### src/rtl/nmr_pkg.sv
// Shared definitions for the NMR spectrometer transmit/receive phase path.
package nmr_pkg;

  localparam int N_BITS_DEF = 16;
  localparam int N_PARA_DEF = 4;

  localparam logic [1:0] PH_0   = 2'd0;
  localparam logic [1:0] PH_90  = 2'd1;
  localparam logic [1:0] PH_180 = 2'd2;
  localparam logic [1:0] PH_270 = 2'd3;

  typedef enum logic [1:0] {
    ST_IDLE  = 2'd0,
    ST_ARMED = 2'd1,
    ST_PULSE = 2'd2
  } cyc_state_t;

endpackage

### src/rtl/qpsk_lane_shift.sv
// One sample lane: selects I or Q and optionally negates it to realise a
// 0/90/180/270 degree shift. Negation saturates so the most negative code maps to the maximum.
module qpsk_lane_shift
  import nmr_pkg::*;
#(
  parameter int N_BITS = N_BITS_DEF
) (
  input  logic [N_BITS-1:0] i,
  input  logic [N_BITS-1:0] q,
  input  logic [1:0]        phase,
  output logic [N_BITS-1:0] y
);

  localparam logic [N_BITS-1:0] MIN_VAL = {1'b1, {(N_BITS-1){1'b0}}};
  localparam logic [N_BITS-1:0] MAX_VAL = {1'b0, {(N_BITS-1){1'b1}}};

  function automatic logic [N_BITS-1:0] sat_neg(input logic [N_BITS-1:0] x);
    return (x == MIN_VAL) ? MAX_VAL : -x;
  endfunction

  always_comb begin
    case (phase)
      PH_0:    y = i;
      PH_90:   y = q;
      PH_180:  y = sat_neg(i);
      default: y = sat_neg(q);
    endcase
  end

endmodule

### src/rtl/tx_phase_cycler.sv
// Phase-cycling stage: steps through a table of (TX, RX) phase pairs on each
// scan start, shifts the parallel DDS stream and gates it with the RF pulse.
module tx_phase_cycler
  import nmr_pkg::*;
#(
  parameter int N_BITS = N_BITS_DEF,
  parameter int N_PARA = N_PARA_DEF,
  parameter int DEPTH  = 16,
  parameter int PTR_W  = 4
) (
  input  logic                     clk,
  input  logic                     rst,
  input  logic [N_BITS*N_PARA-1:0] dds_i,
  input  logic [N_BITS*N_PARA-1:0] dds_q,
  input  logic                     cfg_we,
  input  logic [PTR_W-1:0]         cfg_addr,
  input  logic [1:0]               cfg_tx_phase,
  input  logic [1:0]               cfg_rx_phase,
  input  logic                     cfg_len_we,
  input  logic [PTR_W:0]           cfg_len,
  input  logic                     scan_start,
  input  logic                     pulse_en,
  output logic [N_BITS*N_PARA-1:0] tx_out,
  output logic                     tx_valid,
  output logic [1:0]               rx_phase,
  output logic [PTR_W-1:0]         cycle_idx,
  output logic                     cycle_wrap,
  output logic                     cfg_err
);

  localparam logic [PTR_W:0] LEN_MAX = (PTR_W+1)'(DEPTH);
  localparam logic [PTR_W:0] LEN_ONE = (PTR_W+1)'(1);

  cyc_state_t state_q, state_d;
  logic       scan_acc, scan_rej;

  logic [1:0]       tx_tab [DEPTH];
  logic [1:0]       rx_tab [DEPTH];
  logic [PTR_W-1:0] ptr_q;
  logic [PTR_W:0]   len_q, len_new, ptr_inc;
  logic             last_entry;
  logic [1:0]       act_tx, eff_tx;

  logic [N_BITS*N_PARA-1:0] shift_w, s1_data;
  logic                     s1_pen;

  // NOTE: every variable gets a default before the case so no path can infer a latch.
  always_comb begin
    state_d  = state_q;
    scan_acc = 1'b0;
    scan_rej = 1'b0;
    case (state_q)
      ST_IDLE: begin
        if (scan_start) begin
          scan_acc = 1'b1;
          state_d  = ST_ARMED;
        end
      end
      ST_ARMED: begin
        scan_acc = scan_start;
        if (pulse_en) state_d = ST_PULSE;
      end
      ST_PULSE: begin
        scan_rej = scan_start;
        if (!pulse_en) state_d = ST_ARMED;
      end
      default: state_d = ST_IDLE;
    endcase
  end

  // NOTE: sequential state is always updated with non-blocking assignments.
  always_ff @(posedge clk) begin
    if (rst) state_q <= ST_IDLE;
    else     state_q <= state_d;
  end

  // NOTE: the table is a small flop array, so resetting it is cheap and keeps it deterministic.
  always_ff @(posedge clk) begin
    if (rst) begin
      for (int k = 0; k < DEPTH; k++) begin
        tx_tab[k] <= PH_0;
        rx_tab[k] <= PH_0;
      end
    end else if (cfg_we) begin
      tx_tab[cfg_addr] <= cfg_tx_phase;
      rx_tab[cfg_addr] <= cfg_rx_phase;
    end
  end

  assign len_new    = (cfg_len == '0) ? LEN_ONE : ((cfg_len > LEN_MAX) ? LEN_MAX : cfg_len);
  assign ptr_inc    = {1'b0, ptr_q} + LEN_ONE;
  assign last_entry = (ptr_inc == len_q);

  always_ff @(posedge clk) begin
    if (rst) begin
      len_q      <= LEN_ONE;
      ptr_q      <= '0;
      act_tx     <= PH_0;
      rx_phase   <= PH_0;
      cycle_idx  <= '0;
      cycle_wrap <= 1'b0;
      cfg_err    <= 1'b0;
    end else begin
      cycle_wrap <= scan_acc && last_entry;
      if (scan_rej) cfg_err <= 1'b1;
      if (scan_acc) begin
        act_tx    <= tx_tab[ptr_q];
        rx_phase  <= rx_tab[ptr_q];
        cycle_idx <= ptr_q;
        ptr_q     <= last_entry ? '0 : ptr_inc[PTR_W-1:0];
      end
      // A length write restarts the cycle even when it coincides with a scan.
      if (cfg_len_we) begin
        len_q <= len_new;
        ptr_q <= '0;
      end
    end
  end

  // The entry being loaded is forwarded so data in the scan cycle already carries the new phase.
  assign eff_tx = scan_acc ? tx_tab[ptr_q] : act_tx;

  for (genvar g = 0; g < N_PARA; g++) begin : g_lane
    qpsk_lane_shift #(.N_BITS(N_BITS)) u_lane (
      .i     (dds_i[g*N_BITS +: N_BITS]),
      .q     (dds_q[g*N_BITS +: N_BITS]),
      .phase (eff_tx),
      .y     (shift_w[g*N_BITS +: N_BITS])
    );
  end

  always_ff @(posedge clk) begin
    if (rst) begin
      s1_data  <= '0;
      s1_pen   <= 1'b0;
      tx_out   <= '0;
      tx_valid <= 1'b0;
    end else begin
      s1_data  <= shift_w;
      s1_pen   <= pulse_en && (state_q != ST_IDLE);
      tx_valid <= s1_pen;
      tx_out   <= s1_pen ? s1_data : '0;
    end
  end

endmodule

### config.mk
export PLATFORM = sky130hd
export DESIGN_NAME = tx_phase_cycler
export DESIGN_NICKNAME = d
export VERILOG_FILES = /design/src/rtl/nmr_pkg.sv /design/src/rtl/qpsk_lane_shift.sv /design/src/rtl/tx_phase_cycler.sv
export SDC_FILE = /design/constraint.sdc
export NUM_CORES = 1
export LEC_CHECK = 0
export CORE_ASPECT_RATIO = 1.25
export CORE_UTILIZATION = 30
export DETAILED_ROUTE_END_ITERATION = 8
export MAX_ROUTING_LAYER = met4
export PLACE_DENSITY = 0.56
export SYNTH_ARGS = -nofsm -noshare
export SYNTH_HDL_FRONTEND = slang
export SYNTH_SLANG_ARGS = --single-unit
### constraint.sdc
create_clock -name clk -period 5.9 [get_ports clk]
set_input_delay 1.18 -clock clk [delete_from_list [all_inputs] [get_ports clk]]
set_output_delay 1.18 -clock clk [all_outputs]
set_load 0.1 [all_outputs]
==> results of run 1 <==
sequential cells by signal, summed over array words and instances (netlist names), named ones only:
signal,flops
state_q,2
rx_phase,2
tx_tab,32
s1_data,64
cycle_wrap,1
cycle_idx,4
tx_out,64
rx_tab,32
act_tx,2
len_q,5
s1_pen,1
tx_valid,1
cfg_err,1
ptr_q,4
cell usage after synthesis, types with 10 or more instances:
| cell type | count | share of area |
|---|---|---|
| dfxtp_1 | 155 | 0.27 |
| and2_1 | 133 | 0.074 |
| nor2_1 | 98 | 0.033 |
| a21oi_1 | 87 | 0.039 |
| nand2_1 | 75 | 0.025 |
| edfxtp_1 | 64 | 0.17 |
| nor3_1 | 55 | 0.024 |
| clkbuf_1 | 49 | 0.016 |
| o21ai_1 | 37 | 0.016 |
| nand3_1 | 31 | 0.014 |
| a31oi_1 | 29 | 0.016 |
| o21ai_0 | 27 | 0.012 |
| o22ai_1 | 27 | 0.015 |
| inv_1 | 23 | 0.0076 |
| buf_2 | 22 | 0.0097 |
| or2_2 | 21 | 0.012 |
| nand2b_1 | 20 | 0.011 |
| or3_1 | 19 | 0.011 |
| a211oi_1 | 16 | 0.011 |
| o211ai_1 | 16 | 0.011 |
| mux4_2 | 15 | 0.030 |
| nor4_1 | 15 | 0.0083 |
| nand4_1 | 13 | 0.0072 |
| nand4b_1 | 13 | 0.010 |
| o21a_1 | 13 | 0.0086 |
| nand3b_1 | 11 | 0.0073 |
| mux2i_1 | 10 | 0.0089 |
| o311ai_0 | 10 | 0.0078 |
worst min-delay path by stage:
stage | cells past startpoint | slack (ns) | start | end
6_report | 1 | 0.42 | s1_data[13] | tx_out[13]
3_3_place_gp | 1 | 0.41 | s1_data[8] | tx_out[8]
2_1_floorplan | 1 | 0.41 | s1_data[0] | tx_out[0]
3_5_place_dp | 1 | 0.41 | s1_data[46] | tx_out[46]
5_1_grt | 1 | 0.44 | s1_data[23] | tx_out[23]
4_1_cts | 1 | 0.42 | s1_data[18] | tx_out[18]
cell type report:
| cell class | instances | area, µm² |
|---|---|---|
| fill | 3717 | 22400 |
| inverter | 24 | 90.1 |
| clock buffer | 30 | 694 |
| timing repair buffer | 230 | 2280 |
| multi-input combinational | 928 | 5900 |
| tap | 486 | 608 |
| clock inverter | 15 | 194 |
| sequential | 219 | 5020 |
| antenna | 5 | 12.5 |
metal layers:
layer  part of all wire  vias up  global-route usage
met5                  0        -                   -
met4              0.037        0              0.0817
met3              0.056       83              0.0267
met2               0.50      358               0.344
met1               0.41     4873               0.223
li1                   -     5001                   -
stage by stage:
step | std cells | cell area, µm² | setup slack (ns) | total power [mW] | hold WS [ns]
floorplan | 1245 | 11300 | 2.62 | 2.09 | 0.406
global placement | 1887 | 13900 | 1.57 | 2.38 | 0.407
detailed placement | 1887 | 13900 | 1.49 | 2.38 | 0.410
CTS | 1932 | 14800 | 2.04 | 4.07 | 0.425
finish | 1937 | 14800 | 1.91 | 4.02 | 0.424
global route | 1935 | 14800 | 1.71 | 4.19 | 0.435
power breakdown:
group          total (mW)  internal [mW]  leakage (nW)  switching (mW)
Combinational       0.671          0.270          2.82           0.401
Sequential           1.68           1.65          1.88          0.0355
Clock                1.67           1.02         0.428           0.656
Total                4.02           2.93          5.12            1.09
critical path, cell delays in order:
cell,delay [ns]
clkdlybuf4s50_1,0.47
inv_1,0.09
ha_1,0.19
or3b_1,0.40
nor3_1,0.48
nand4_1,0.65
and2_0,0.51
a311o_1,0.40
o21ai_1,0.08
cells by family (layout without fill, tap and decap cells):
kind of cell	after synthesis	count (layout)	synth area share
AO/OA/AOI/OAI	333	333	0.192
XOR/XNOR	8	8	0.00620
flip-flops	219	219	0.445
AND/OR/NAND/NOR	553	553	0.272
multiplexers	25	25	0.0388
buffers and inverters	98	299	0.0357
other	0	5	0
adder cells (fa/ha/maj)	9	9	0.00997
==> run metrics, run 1 <==
post-synth cell types 84; worst setup path end s1_data[59]; synthesized area per cell 9.07 µm²; Syn Std Cell Area 0.0113 mm²; total CTS buffers 25; clock-pin slew on the worst setup and hold paths 0.07 ns; CP arrival 4.45 ns; Most used DFF post-synth dfxtp_1; R2R cell count 9; layout cells sized above 1 0.0768; # Post-CTS Setup Buffers 0; status finished clean; sequential share of the synthesized area 0.445; First DRT Iteration DRCs 899; Final nets 1584; area growth from synthesis to layout 31.0%; gr usage total 0.196; commonest non-fill, non-tap cells in the layout clkdlybuf4s50_1 (218), dfxtp_1 (155), and2_1 (133); CP Capture Type flop; drt first pass iters 5; Syn Nets 1401; first-pass GRT wire length 56700 µm; HPWL Detailed 26500 µm; #FFs+latches synth 219; Period Utilization, post-route 0.676; Bufs on Longest Clock Path 3; Post-Route Skew 0.0144 ns; Final Hold Vio Count 0; Die X 176 µm; vias 10315; Achievable Freq 251 MHz; Die H 219 µm; RSZ-0062 raised after global routing false; Final min period 3.99 ns; max_slew headroom 0.306; Setup CP Type primary input to flop; htree depth 1; Worst IR Drop VDD 182 µV; reg2reg setup slack 2.43 ns; critical path required time 6.36 ns; Hold Path Class flop to flop; cell count after synthesis 1245; Final Setup Violations 0; Buffers on Ports 219; Crit Reg-Reg Endpoint s1_data[22]; Residual DRC 0; Async SR Flop Fraction 0; synthesis warning total 0; hold buffers post-CTS 0; Post-synth EDFFs 64; WL final 37000 µm; Clock Latency Late Sink 0.54 ns; Resized cells post-CTS 0; Congestion Overflow GR 0; # IOs 220; num rows 79; max-cap violations 0; GPL Wtd Cong 0.901; fin util 0.398; TritonCTS clock tree yes; commonest non-fill, non-tap cell in the layout clkdlybuf4s50_1; Worst-Margin Slew 1.04 ns; power per cell area 272 mW/mm²; crit-path max FO 14; initial antenna violation count 3; vias in the first global route 10119; TNS Setup 0 ns; Leak 5.12 nW; Setup crit start kind primary input; DR vias/cell 5.33; CTS Root Cell clkbuf_16; Setup crit start dds_q[48]; Wirelength per Cell 19.1 µm; Routed Antenna Nets 0; core area 0.0372 mm²; initial core utilization 0.304; CTS Sinks 219; DIE AREA 0.0384 mm²; largest net degree at the start of global routing 124; Max Slew Vio Count 0
Note: power is estimated with default switching activity, not from simulation.
==> run 2: changes to the inputs <==
--- a/config.mk
+++ b/config.mk
@@ -9,7 +9,7 @@
 export CORE_UTILIZATION = 30
 export DETAILED_ROUTE_END_ITERATION = 8
 export MAX_ROUTING_LAYER = met4
-export PLACE_DENSITY = 0.56
+export PLACE_DENSITY = 0.58
 export SYNTH_ARGS = -nofsm -noshare
 export SYNTH_HDL_FRONTEND = slang
 export SYNTH_SLANG_ARGS = --single-unit
==> constraint.sdc (replaced) <==
create_clock -name clk -period 3.4 [get_ports clk]
set_input_delay 0.68 -clock clk [delete_from_list [all_inputs] [get_ports clk]]
set_output_delay 0.68 -clock clk [all_outputs]
set_load 0.1 [all_outputs]
==> run 2 against run 1 <==
Net effect:
- register-to-register slack worse by 1.8 ns
- final cell count up 2.7%
- sequential power up 73%
- sequential cell count unchanged
- global-route usage up 0.11 points
- clock-buffer cell count up 3
- wire length up 1.4%
- clock skew up 0.0096 ns
- worst hold slack worse by 0.0063 ns
- final area up 2.6%
- largest power group unchanged
==> run metrics, run 2 (synthesis results as in run 1) <==
First DRT Iteration DRCs 809; area growth from synthesis to layout 34.4%; Period Utilization, post-route 0.837; DIE AREA 0.0384 mm²; top flop regs s1_data (64), tx_out (64); initial core utilization 0.304; Final nets 1640; Clock Latency Late Sink 0.56 ns; Final Setup Violations 0; Worst IR Drop VDD 294 µV; Placed Instance Area 0.0143 mm²; Total Power 7.01 mW; initial antenna violation count 0; post-route cell area 0.0152 mm²; largest net degree at the start of global routing 47; layout cells sized above 1 0.130; Final Hold Vio Count 0; Worst-Margin Slew 1.02 ns; Post-Place Cells 1943; Final min period 2.85 ns; Die X 176 µm; gr usage total 0.197; max_slew headroom 0.321; Setup WS pre-CTS 0.0276 ns; Resized cells post-CTS 0; Buffers on Ports 219; clock-pin slew on the worst setup and hold paths 0.06 ns; core area 0.0372 mm²; TritonCTS clock tree yes; WL final 37500 µm; # Post-CTS Setup Buffers 0; commonest non-fill, non-tap cell in the layout clkdlybuf4s50_1; CTS Root Cell clkbuf_16; drt first pass iters 5; power per cell area 461 mW/mm²; max-cap violations 0; htree depth 1; vias in the first global route 10474; Routed Antenna Nets 0; Setup crit start kind primary input; vias 10679; Achievable Freq 351 MHz; Residual DRC 0; Setup CP Type primary input to flop; RSZ-0062 raised after global routing false; Hold Path Class flop to flop; CP Capture Type flop; CTS Sinks 219; TNS Setup 0 ns; num rows 79; CP arrival 3.33 ns; Max Slew Vio Count 0; crit-path max FO 13; first-pass GRT wire length 57300 µm; Congestion Overflow GR 0; critical path required time 3.89 ns; HPWL Detailed 27800 µm; DR vias/cell 5.37; Die H 219 µm; Final Worst Setup Slack 0.553 ns; GPL Wtd Cong 0.893; Leak 5.48 nW; # fillers 3732; status finished clean; Wirelength per Cell 18.9 µm; post-route non-filler standard cell count 1990; Bufs on Longest Clock Path 3; commonest non-fill, non-tap cells in the layout clkdlybuf4s50_1 (190), dfxtp_1 (155), and2_1 (133); Post-Route Skew 0.0240 ns; # IOs 220; total CTS buffers 25; Hold Slack 0.417 ns; fin util 0.409; hold buffers post-CTS 0
run 2: cell count changes in the layout (fill, tap and decap cells not counted), moves of 2 or more:
cell,before,now
buf_4,10,90
clkdlybuf4s50_1,218,190
buf_12,1,5
diode_2,5,1
bufinv_16,4,2
clkbuf_1,0,2
clkinv_2,2,4
clkinvlp_2,2,0
run 2: where the power goes:
| group | switching [mW] | internal [mW] |
|---|---|---|
| combinational | 0.719 | 0.522 |
| sequential | 0.0547 | 2.86 |
| clock | 1.17 | 1.68 |
run 2: critical path, stage by stage:
cell	delay, ns
clkdlybuf4s50_1	0.42
inv_1	0.10
ha_1	0.23
or4b_4	0.52
nor4_4	0.20
nand2_2	0.13
or4_4	0.60
a31oi_1	0.21
o21ai_1	0.08
o22ai_1	0.15
run 2: path summary, 6_finish.rpt:
path,cells past startpoint,to,startpoint,slack [ns]
min,1,tx_out[12],s1_data[12],0.42
max,10,s1_data[5],dds_i[1],0.55
max reg2reg,7,s1_data[39],flop,0.67
min reg2reg,1,tx_out[12],s1_data[12],0.42
run 2: metal layers:
layer / track usage / wire length [µm]
met3: 0.0277 / 2220
met4: 0.0841 / 1380
met1: 0.220 / 14900
met2: 0.350 / 19000
met5: - / 0
run 2: final cells by class:
| type | count | area, µm² | area share |
|---|---|---|---|
| timing repair buffer | 286 | 2680 | 0.177 |
| clock buffer | 33 | 727 | 0.0479 |
| tap | 486 | 608 | 0.0400 |
| sequential | 219 | 5020 | 0.331 |
| antenna | 1 | 2.50 | 0.000165 |
| clock inverter | 13 | 153 | 0.0101 |
| multi-input combinational | 928 | 5900 | 0.388 |
| inverter | 24 | 90.1 | 0.00593 |
==> run 3: changes to the inputs <==
==> constraint.sdc (replaced) <==
create_clock -name clk -period 2.31 [get_ports clk]
set_input_delay 0.462 -clock clk [delete_from_list [all_inputs] [get_ports clk]]
set_output_delay 0.462 -clock clk [all_outputs]
set_load 0.1 [all_outputs]
==> run 3 against run 2 <==
Net effect:
- largest cell class unchanged
- wire length rose by 14%
- largest power group unchanged
- setup slack lost 0.56 ns
- sequential cell count is the same
- global-route usage is 1.7 points higher
- the flow now finishes with violations (setup timing)
- clock power grew 49%
- clock-buffer cell count shrank 4
- highest routed layer unchanged
- combinational power rose by 100%
==> run metrics, run 3 (synthesis results as in run 1) <==
status complete, but fails checks; failing checks setup timing; clock-pin slew on the worst setup and hold paths 0.06 ns; Crit Reg-Reg Endpoint s1_data[25]; Setup CP Type flop to flop; Routed Antenna Nets 0; Hold Slack 0.281 ns; Clock Latency Late Sink 0.56 ns; area growth from synthesis to layout 60.2%; First DRT Iteration DRCs 697; htree depth 1; Residual DRC 0; Die X 176 µm; Worst IR Drop VDD 450 µV; CP arrival 2.78 ns; Post-Route Skew 0.0188 ns; max_slew headroom 0.314; Setup crit start kind flop; R2R cell count 10; Final Worst Setup Slack -0.00884 ns; reg2reg setup slack -0.009 ns; drt first pass iters 5; layout cells sized above 1 0.351; RSZ-0062 raised after global routing true; crit-path max FO 5; Buffers on Ports 219; max-cap violations 0; Final Setup Violations 1; first-pass GRT wire length 61900 µm; Period Utilization, post-route 1.00; # IOs 220; commonest non-fill, non-tap cells in the layout buf_4 (382), dfxtp_1 (152), and2_1 (133); FF/Latch Area 0.00504 mm²; Total Power 11.0 mW; met3 routed WL 2170 µm; Achievable Freq 431 MHz; TritonCTS clock tree yes; power per cell area 610 mW/mm²; CTS Root Cell clkbuf_16; initial antenna violation count 3; WL final 42600 µm; # fillers 3487; Worst Hold End s1_data[49]; Max Used Layer met4; Max Slew Vio Count 0; fin util 0.487; vias in the first global route 11395; DIE AREA 0.0384 mm²; Metal-1 WL 16800 µm; Setup WS pre-CTS -0.885 ns; Hold Path Class primary input to flop; Hold Path Origin dds_q[49]; HPWL Detailed 30900 µm; Leak 7.22 nW; Worst-Margin Slew 1.03 ns; gr usage total 0.214; vias 11866; core area 0.0372 mm²; largest net degree at the start of global routing 46; Final Hold Vio Count 0; CTS Sinks 219; number of stages on the worst hold path 3; Final min period 2.32 ns; num rows 79; CP Capture Type flop; Wirelength per Cell 18.8 µm; Bufs on Longest Clock Path 3; hold buffers post-CTS 0; GPL Wtd Cong 0.923; critical path required time 2.77 ns; initial core utilization 0.304; area of the multi-input gates 0.00645 mm²; met2 WL 22100 µm; Die H 219 µm; total CTS buffers 25; Final nets 1918; commonest non-fill, non-tap cell in the layout buf_4; Congestion Overflow GR 0; top flop regs s1_data (64), tx_out (64); DR vias/cell 5.23
-- run 3: changes by cell type in the layout (fill, tap and decap cells not counted), moves of 9 or more --
| cell | delta |
|---|---|
| o21ai_0 | -9 |
| buf_4 | +292 |
| clkbuf_16 | +10 |
| a21oi_2 | +9 |
| a21oi_1 | -11 |
| clkdlybuf4s50_1 | -62 |
| buf_6 | +11 |
-- run 3: stage by stage --
stage | std cells | area, µm² | TNS (ns)
after floorplan | 1245 | 11500 | -1.61
after global placement | 2186 | 16300 | -38.66
after detailed placement | 2186 | 16300 | -40.06
after CTS | 2236 | 17300 | -0.0961
after global routing | 2270 | 18100 | -1.40
final | 2271 | 18100 | -0.00884
-- run 3: where the power goes --
part           total, mW  internal (mW)  switching (mW)
registers           4.27           4.20          0.0741
clock network       4.26           2.49            1.77
logic               2.51           1.21            1.30
-- run 3: critical path, stage by stage, from the launching register on --
cell	delay (ns)
dfxtp_4	0.39
mux4_2	0.54
mux2i_2	0.22
buf_4	0.16
a211oi_4	0.06
buf_6	0.14
buf_6	0.11
nor2_4	0.12
buf_4	0.17
o21ai_0	0.09
o22ai_1	0.22
-- run 3: worst max-delay path by stage --
stage / startpoint / to / cells after the start
after floorplan: dds_i[0] / s1_data[8] / 10
after global placement: dds_i[0] / s1_data[5] / 10
after detailed placement: dds_i[0] / s1_data[5] / 10
after CTS: tx_tab[12][1] / s1_data[55] / 9
after global routing: tx_tab[12][1] / s1_data[9] / 9
final: flop / s1_data[25] / 10
-- run 3: routing by layer --
metal / vias to the layer above / global-route usage
met1: 5669 / 0.232
met3: 97 / 0.0317
li1: 5685 / -
met5: - / -
met4: 0 / 0.0832
met2: 415 / 0.390
-- run 3: layout make-up --
type | count | area share
antenna | 4 | 0.000553
clock buffer | 29 | 0.0395
clock inverter | 17 | 0.00989
inverter | 24 | 0.00802
multi-input combinational | 929 | 0.356
sequential | 219 | 0.278
tap | 486 | 0.0336
timing repair buffer | 563 | 0.274
-- run 3: what timing repair did --
item	4_1_cts	5_1_grt
endpoints found under the setup margin	65	57
resized for setup	50	102
setup buffers	3	22
gates cloned	1	10
pin swaps	11	44
